File: src/rtl/store_buffer_if.sv
// rtl/store_buffer_if.sv - store/load type package and MEM-stage-to-store-buffer bus interface
package store_buffer_pkg;
  typedef enum logic [1:0] {
    NO_STORE    = 2'd0,
    STORE_BYTE  = 2'd1,
    STORE_WORD  = 2'd2,
    STORE_DWORD = 2'd3
  } mem_store_type_t;

  typedef enum logic [1:0] {
    NO_LOAD    = 2'd0,
    LOAD_BYTE  = 2'd1,
    LOAD_WORD  = 2'd2,
    LOAD_DWORD = 2'd3
  } mem_load_type_t;
endpackage

interface store_buffer_if;
  import store_buffer_pkg::*;

  mem_store_type_t st_type;
  logic [63:0]     st_addr;
  logic [63:0]     st_data;
  mem_load_type_t  ld_type;
  logic [63:0]     ld_addr;
  logic            port_busy;
  mem_store_type_t mem_store_type;
  logic [63:0]     mem_addr;
  logic [63:0]     mem_data;
  logic            stall;
  logic            empty;

  modport slave (
    input  st_type, st_addr, st_data, ld_type, ld_addr, port_busy,
    output mem_store_type, mem_addr, mem_data, stall, empty
  );

  modport master (
    output st_type, st_addr, st_data, ld_type, ld_addr, port_busy,
    input  mem_store_type, mem_addr, mem_data, stall, empty
  );
endinterface

File: src/rtl/store_buffer.sv
// rtl/store_buffer.sv - in-order store buffer draining to data memory, stalls overlapping loads
module store_buffer
  import store_buffer_pkg::*;
#(
  parameter int DEPTH     = 4,
  parameter int INDEX_LEN = 17
) (
  input  logic          clk,
  input  logic          reset,
  store_buffer_if.slave bus
);
  localparam int PW = $clog2(DEPTH);
  localparam logic [PW:0] FULL_CNT = (PW+1)'(DEPTH);

  mem_store_type_t r_type [DEPTH];
  logic [63:0]     r_addr [DEPTH];
  logic [63:0]     r_data [DEPTH];
  logic [DEPTH-1:0] r_valid;
  logic [PW-1:0]   r_head;
  logic [PW-1:0]   r_tail;
  logic [PW:0]     r_count;

  logic w_drain;
  logic w_st_stall;
  logic w_push;
  logic w_ld_hazard;
  logic w_unused_ld;

  function automatic logic [3:0] st_span(input mem_store_type_t t);
    case (t)
      STORE_BYTE:  return 4'd1;
      STORE_WORD:  return 4'd4;
      STORE_DWORD: return 4'd8;
      default:     return 4'd0;
    endcase
  endfunction

  function automatic logic [3:0] ld_span(input mem_load_type_t t);
    case (t)
      LOAD_BYTE:  return 4'd1;
      LOAD_WORD:  return 4'd4;
      LOAD_DWORD: return 4'd8;
      default:    return 4'd0;
    endcase
  endfunction

  assign w_drain    = (r_count != '0) && !bus.port_busy;
  assign w_st_stall = (bus.st_type != NO_STORE) && (r_count == FULL_CNT) && !w_drain;
  assign w_push     = (bus.st_type != NO_STORE) && !w_st_stall;

  // Spans use one extra bit so a span ending at 2^INDEX_LEN does not wrap to zero
  always_comb begin
    logic [INDEX_LEN:0] w_ld_lo;
    logic [INDEX_LEN:0] w_ld_hi;
    logic [INDEX_LEN:0] w_st_lo;
    logic [INDEX_LEN:0] w_st_hi;
    w_ld_hazard = 1'b0;
    w_ld_lo = {1'b0, bus.ld_addr[INDEX_LEN-1:0]};
    w_ld_hi = w_ld_lo + (INDEX_LEN+1)'(ld_span(bus.ld_type));
    w_st_lo = '0;
    w_st_hi = '0;
    for (int i = 0; i < DEPTH; i++) begin
      w_st_lo = {1'b0, r_addr[i][INDEX_LEN-1:0]};
      w_st_hi = w_st_lo + (INDEX_LEN+1)'(st_span(r_type[i]));
      if (r_valid[i] && (bus.ld_type != NO_LOAD) && (w_st_lo < w_ld_hi) && (w_ld_lo < w_st_hi))
        w_ld_hazard = 1'b1;
    end
  end

  assign w_unused_ld = &{1'b0, bus.ld_addr[63:INDEX_LEN]};

  assign bus.mem_store_type = w_drain ? r_type[r_head] : NO_STORE;
  assign bus.mem_addr       = w_drain ? r_addr[r_head] : 64'd0;
  assign bus.mem_data       = w_drain ? r_data[r_head] : 64'd0;
  assign bus.stall          = w_st_stall | w_ld_hazard;
  assign bus.empty          = (r_count == '0);

  // When full and draining, tail equals head: the push must win the valid bit
  always_ff @(posedge clk or posedge reset) begin
    if (reset) begin
      r_head  <= '0;
      r_tail  <= '0;
      r_count <= '0;
      r_valid <= '0;
      for (int i = 0; i < DEPTH; i++) begin
        r_type[i] <= NO_STORE;
        r_addr[i] <= 64'd0;
        r_data[i] <= 64'd0;
      end
    end else begin
      if (w_drain) begin
        r_valid[r_head] <= 1'b0;
        r_head          <= r_head + 1'b1;
      end
      if (w_push) begin
        r_valid[r_tail] <= 1'b1;
        r_type[r_tail]  <= bus.st_type;
        r_addr[r_tail]  <= bus.st_addr;
        r_data[r_tail]  <= bus.st_data;
        r_tail          <= r_tail + 1'b1;
      end
      case ({w_push, w_drain})
        2'b10:   r_count <= r_count + 1'b1;
        2'b01:   r_count <= r_count - 1'b1;
        default: r_count <= r_count;
      endcase
    end
  end
endmodule

File: src/flat_wrapper.sv
// flat-port wrapper written by rule: the top's interface ports become plain ports
module store_buffer_flat import store_buffer_pkg::*;
#(
  parameter int DEPTH     = 4,
  parameter int INDEX_LEN = 17
)
  (clk, reset, bus_st_type, bus_st_addr, bus_st_data, bus_ld_type, bus_ld_addr, bus_port_busy, bus_mem_store_type, bus_mem_addr, bus_mem_data, bus_stall, bus_empty);
  store_buffer_if bus_i ();
  input  logic clk;
  input  logic reset;
  input wire logic [$bits(bus_i.st_type)-1:0] bus_st_type;
  input wire logic [$bits(bus_i.st_addr)-1:0] bus_st_addr;
  input wire logic [$bits(bus_i.st_data)-1:0] bus_st_data;
  input wire logic [$bits(bus_i.ld_type)-1:0] bus_ld_type;
  input wire logic [$bits(bus_i.ld_addr)-1:0] bus_ld_addr;
  input wire logic [$bits(bus_i.port_busy)-1:0] bus_port_busy;
  output wire logic [$bits(bus_i.mem_store_type)-1:0] bus_mem_store_type;
  output wire logic [$bits(bus_i.mem_addr)-1:0] bus_mem_addr;
  output wire logic [$bits(bus_i.mem_data)-1:0] bus_mem_data;
  output wire logic [$bits(bus_i.stall)-1:0] bus_stall;
  output wire logic [$bits(bus_i.empty)-1:0] bus_empty;
  assign bus_i.st_type = bus_st_type;
  assign bus_i.st_addr = bus_st_addr;
  assign bus_i.st_data = bus_st_data;
  assign bus_i.ld_type = bus_ld_type;
  assign bus_i.ld_addr = bus_ld_addr;
  assign bus_i.port_busy = bus_port_busy;
  assign bus_mem_store_type = bus_i.mem_store_type;
  assign bus_mem_addr = bus_i.mem_addr;
  assign bus_mem_data = bus_i.mem_data;
  assign bus_stall = bus_i.stall;
  assign bus_empty = bus_i.empty;
  store_buffer #(.DEPTH(DEPTH), .INDEX_LEN(INDEX_LEN)) u_core (.clk(clk), .reset(reset), .bus(bus_i));
endmodule
File: config.mk
export PLATFORM = sky130hd
export DESIGN_NAME = store_buffer_flat
export DESIGN_NICKNAME = d
export VERILOG_FILES = /design/src/rtl/store_buffer_if.sv /design/src/rtl/store_buffer.sv /design/src/flat_wrapper.sv
export SDC_FILE = /design/constraint.sdc
export NUM_CORES = 1
export LEC_CHECK = 0
export BUFFER_PORTS_ARGS = -buffer_cell sky130_fd_sc_hd__buf_4
export CORE_ASPECT_RATIO = 0.9
export CORE_MARGIN = 5
export CORE_UTILIZATION = 52
export CTS_BUF_LIST = sky130_fd_sc_hd__clkbuf_4
export CTS_CLUSTER_DIAMETER = 80
export DETAILED_ROUTE_END_ITERATION = 10
export GPL_ROUTABILITY_DRIVEN = 0
export GPL_TIMING_DRIVEN = 0
export PLACE_DENSITY = 0.83
export SLEW_MARGIN = 20
export SYNTH_ARGS = -nofsm -noshare
export SYNTH_HDL_FRONTEND = slang
export SYNTH_SLANG_ARGS = --single-unit
File: constraint.sdc
create_clock -name clk -period 31.4 [get_ports clk]
set_input_delay 6.28 -clock clk [delete_from_list [all_inputs] [get_ports clk]]
set_output_delay 6.28 -clock clk [all_outputs]
set_load 0.005 [all_outputs]
== Word level (Yosys, flattened, before mapping) ==
Cells that the tools add are included.
Operators by class
  add/sub/neg operators: 9
  $mul: 0
  divide/modulo/power cells: 0
  magnitude comparators: 15
  equal/unequal tests: 18
  shifts and indexed selects: 0
  multiplexer cells: 35
  bitwise operators: 6
  reduce and logical (&&, ||, !) cells: 27
Operators by type and width (count)
  256-bit bitwise mux: 2
  64-bit two-way mux: 7
  64-bit binary-select mux with 2-bit select: 2
  17-bit by 18-bit less-than comparator with 1-bit output: 8
  64-bit demux with 2-bit select: 1
  17-bit by 4-bit adder with 18-bit output: 5
  4-bit one-hot mux with 3 select lines: 5
  2-bit == test, second input constant: 11
  1-bit logical AND: 19
  2-bit by 1-bit == test with 1-bit output, second input constant: 6
  8-bit bitwise mux: 1
  2-bit two-way mux: 4
  4-bit two-way mux: 2
  3-bit greater-or-equal comparator, second input constant: 2
  2-bit by 3-bit less-than comparator with 1-bit output, second input constant: 2
  1-bit two-way mux: 6
  2-bit NOT with 3-bit output: 2
  3-bit one-hot mux with 2 select lines: 1
  2-bit nonzero test: 3
  2-bit by 1-bit adder with 2-bit output, second input constant: 2
  4-bit AND: 1
  2-bit binary-select mux with 2-bit select: 1
  1-bit demux with 2-bit select: 2
  2-bit demux with 2-bit select: 1
  11 further kinds: 14
Word-level totals
  bits in registers: 531
  bits in latches: 0
  memory bits (writable): 0
  bits in read-only memories: 0
  input bits: 199
  memories: 0

== Logic depth before layout (Yosys ltp) ==
  depth in word-level cells: 11
  depth in mapped cells: 18

== Worst setup path after synthesis ==
Ideal clock, no wire load.
  path kind: input to output
  from: input port bus_ld_type[0]
  to: output port bus_stall
  data arrival time: 9.257 ns
  setup slack: 15.863 ns
  cell stages on the path: 15
  path buffers: 0
  path through: nor2b_1 -> ha_1 -> ha_1 -> a21o_1 -> a21oi_1 -> nor2_1 -> xnor2_1 -> ha_1 -> a21oi_1 -> o21ai_0 -> maj3_1 -> o311a_1 -> a2111oi_0 -> o211a_1 -> or3_1
On the way
  cells in the longest elaborated chain, start to end: 11
  elaborated cells between the ends (all ways): 27
  classes of those cells: add/sub (1); order compare (4); eq/ne (3); mux (5); bitwise (1); reduce/logical (13)
RTL lines
  start, declared: RTL line flat_wrapper.sv:14  | input wire logic [$bits(bus_i.ld_type)-1:0] bus_ld_type;
  2-bit == test or 2-bit by 1-bit == test with 1-bit output (tied branches): RTL line store_buffer.sv:39  | case (t)
  4-bit one-hot mux with 3 select lines: RTL line store_buffer.sv:39
  17-bit by 4-bit adder with 18-bit output: RTL line store_buffer.sv:59  | w_ld_hi = w_ld_lo + (INDEX_LEN+1)'(ld_span(bus.ld_type));
  17-bit by 18-bit less-than comparator with 1-bit output: RTL line store_buffer.sv:65  | if (r_valid[i] && (bus.ld_type != NO_LOAD) && (w_st_lo < w_ld_hi) && (w_ld_lo < w_st_hi))
  1-bit logical AND (2 in series): RTL line store_buffer.sv:65
  1-bit two-way mux (3 in series): RTL line store_buffer.sv:65
  1-bit two-way mux (*): RTL line store_buffer.sv:65
  1-bit OR (*): RTL line store_buffer.sv:75  | assign bus.stall = w_st_stall | w_ld_hazard;
  end, declared: RTL line flat_wrapper.sv:20  | output wire logic [$bits(bus_i.stall)-1:0] bus_stall;
Every way passes the cells marked *; elsewhere a longest branch is shown, timed or not.

== Worst setup path after layout ==
Same ends and word-level chain as after synthesis.

==> results_dict.tcl <==
set metrics [dict create \
    startpoint "bus_ld_type[0]" \
    synth_top_family_by_area "multiplexers" \
    finalSetupViolCount 0 \
    cts_sinks 531 \
    vias 19300 \
    first_global_vias 21300 \
    fin_crit_ps 16480 \
    crit_type "in -> out" \
    initial_utilization 0.528 \
    hold_start "u_core.r_count[2]" \
    end_kind "output port" \
    clk_latency_ps 980 \
    final_common_cell "dfrtp_1" \
    yosysSeqAreaShare 0.473 \
    timing.rr.start "u_core.r_head[0]" \
    drc 0 \
    status "finished clean" \
    die_area_sq_um 58800 \
    synth_edf_count 0 \
    crit_family "compound AO/OA/AOI/OAI gates" \
    ant_nets 0 \
    slowest_delay_ps 400 \
    dpl_cell_area_sq_um 31200 \
    cp_num_buf_inv 2 \
    holdPathEnd "u_core.r_count[2]" \
    slew_violations 0 \
    synthCells 2026 \
    drive_gt1_frac 0.456 \
    setup_tns_ps 0 \
    ys_warn_count 0 \
    rr_worst_depth 8 \
    yosys.area_share.adder 0.0674 \
    synth-compound-area-share 0.0375 \
    ctsHoldBuffers 0 \
    min_path_cells 1 \
    synth-xor-area-share 0.0271 \
    irDropWorstVdd_mv 0.0602 \
    cp_max_fo 8 \
    p_leak_nw 14.5 \
    cts_root_buf "clkbuf_4" \
    track_usage 0.256 \
    avgSynthCellArea_sq_um 13.9 \
    nNetsFinal 2803 \
    timing.final.ws_setup_ps 14920 \
    grt-ovfl-total 0 \
    yosys.area_share.simple 0.0648 \
    post-route-period-util 0.525 \
    synthesis.nets 2371 \
    layout_common_cells "dfrtp_1, mux2_2, buf_4" \
    rsz0062_at_grt "false" \
    async_reset_ff_frac 1.00 \
    portBuffers 283 \
    relSlewSlack 0.239 \
    start_kind "input pin" \
    synthMuxAreaShare 0.313 \
    postLayoutCoreUtil 0.620 \
    power_density_nw_per_um2 110 \
    cts_tree "built" \
    final-hold-violation-count 0 \
    syn_to_final_growth_pct 17.5 \
    core_sq_um 53300 \
    drt-total-wl_um 74000 \
    crit_required_ps 25120 \
    clk_pin_slew_ps 50 \
    numCtsBuffers 142 \
    grt_antenna_before_repair 13 \
    max_slew.worst_pin.slew_ps 1140 \
    cp_common_cell "ha_1" \
    first_iter_violations 1259 \
    synthFlopType "dfrtp_1" \
    h-tree-depth 4 \
    fp-row-count 80 \
    min_path_type "reg -> reg" \
    hpwl_um 53300 \
    finClkSkew_ps 63.6 \
    cts_setup_buffers 0 \
    r2r_end "u_core.r_head[1]" \
    cts_buffer_depth 3 \
    path_cells "buf_4, nor2b_1, ha_1, ha_1, a21o_1, a21oi_1, nor2_1, xnor2_1, ha_1, a21oi_1, o21ai_0, maj3_1, o311a_1, a2111oi_0, o211a_1, or3_1, buf_4" \
    critPathSlowestCell "a21oi_1" \
    drtPass1Iterations 5 \
    max_cap_viol_count 0 \
    rrSetupSlack_ps 27640 \
    grt_pass1_wl_um 118000 \
    via_per_inst 5.94 \
    grt_max_degree 117 \
    ioPinCount 331 \
    arrival_ps 10200 \
    wl_per_cell_um 22.7 \
    dieHeight_um 231 \
    ys_ff_latch 531 \
    fmax_ghz 0.0607 \
    cts_resized 0 \
    stdcell_area_sq_um 33000 \
    pre_cts_slack_ps 14960 \
    netlist_area_sq_um 28100 \
    ys_types 56 \
    die_w_um 255 \
]
cells by family (layout without fill, tap and decap cells):
logic type,after synthesis,after routing
muxes,650,650
DFF,531,531
and+or+nand+nor,324,324
AOI/OAI and AO/OA,155,155
adders and majority gates,152,152
buffers and inverters,127,654
xor gates and xnor gates,87,87
other,0,6
per-stage QoR:
step	cells	hold WS [ps]	power (mW)
floorplan	2026	439	2.45
global placement	3006	479	2.93
detailed placement	3011	484	3.04
CTS	3250	494	3.66
global route	3256	509	3.89
finish	3256	495	3.64
report_power, final:
part | switching [mW] | internal [mW] | total (mW) | leakage (nW)
sequential | 0.253 | 1.04 | 1.30 | 6.25
clock | 0.293 | 0.311 | 0.604 | 1.04
combinational | 0.744 | 0.998 | 1.74 | 7.19
worst max path at each step:
stage,to,slack [ps],depth (start not counted)
final,bus_stall,14920,17
after floorplan,u_core.r_addr[0],10280,1
after detailed placement,bus_stall,14960,17
after global routing,bus_stall,14720,17
after global placement,u_core.r_addr[66],6070,2
after CTS,bus_stall,14950,17
worst reg2reg max path, stage by stage, from the launching register on:
cell      delay [ps]
dfrtp_1          380
clkbuf_1         350
buf_1            720
buf_1            870
clkbuf_1         620
inv_1            210
ha_1             330
nand2_1           50
o21ai_0           80
sequential cells by signal (all words and copies together), names as in the netlist:
| register | count |
|---|---|
| u_core.r_type | 8 |
| u_core.r_count | 3 |
| u_core.r_tail | 2 |
| u_core.r_data | 256 |
| u_core.r_valid | 4 |
| u_core.r_head | 2 |
| u_core.r_addr | 256 |
metal layers:
| layer | vias up | routed length (um) | track usage |
|---|---|---|---|
| li1 | 8470 | - | - |
| met1 | 10100 | 29300 | 0.322 |
| met2 | 624 | 36700 | 0.421 |
| met3 | 156 | 5700 | 0.0834 |
| met4 | 14 | 2160 | 0.0873 |
| met5 | - | 109 | 0 |
layout make-up:
type | instances | area [sq um]
antenna | 6 | 15.0
buffer | 107 | 419
clock buffer | 193 | 1450
clock inverter | 46 | 297
fill | 3935 | 20300
inverter | 20 | 82.6
multi-input combinational | 1368 | 14300
sequential | 531 | 13300
tap | 697 | 872
timing repair buffer | 288 | 2260
synth_stat cells (6+ instances only):
cell       count  area share
a211oi_1       8      0.0021
a21o_1        16      0.0043
a21oi_1       29      0.0052
a31oi_1       13      0.0029
and2_1       139       0.031
and3_1        13      0.0029
buf_1         35      0.0047
clkbuf_1      70      0.0094
dfrtp_1      531        0.47
ha_1         145       0.065
inv_1         20      0.0027
maj3_1         6      0.0021
mux2_2       520        0.21
mux4_2       130        0.10
nand2_1       52      0.0069
nand2b_1      10      0.0022
nand3_1       28      0.0050
nand4_1       16      0.0036
nor2_1        27      0.0036
nor2b_1       19      0.0042
nor3_1         7      0.0012
o2111ai_1      9      0.0028
o211ai_1       7      0.0019
o21a_1         8      0.0021
o21ai_0       33      0.0059
xnor2_1       36       0.011
xor2_1        51       0.016
(Power assumes the default switching activity.)
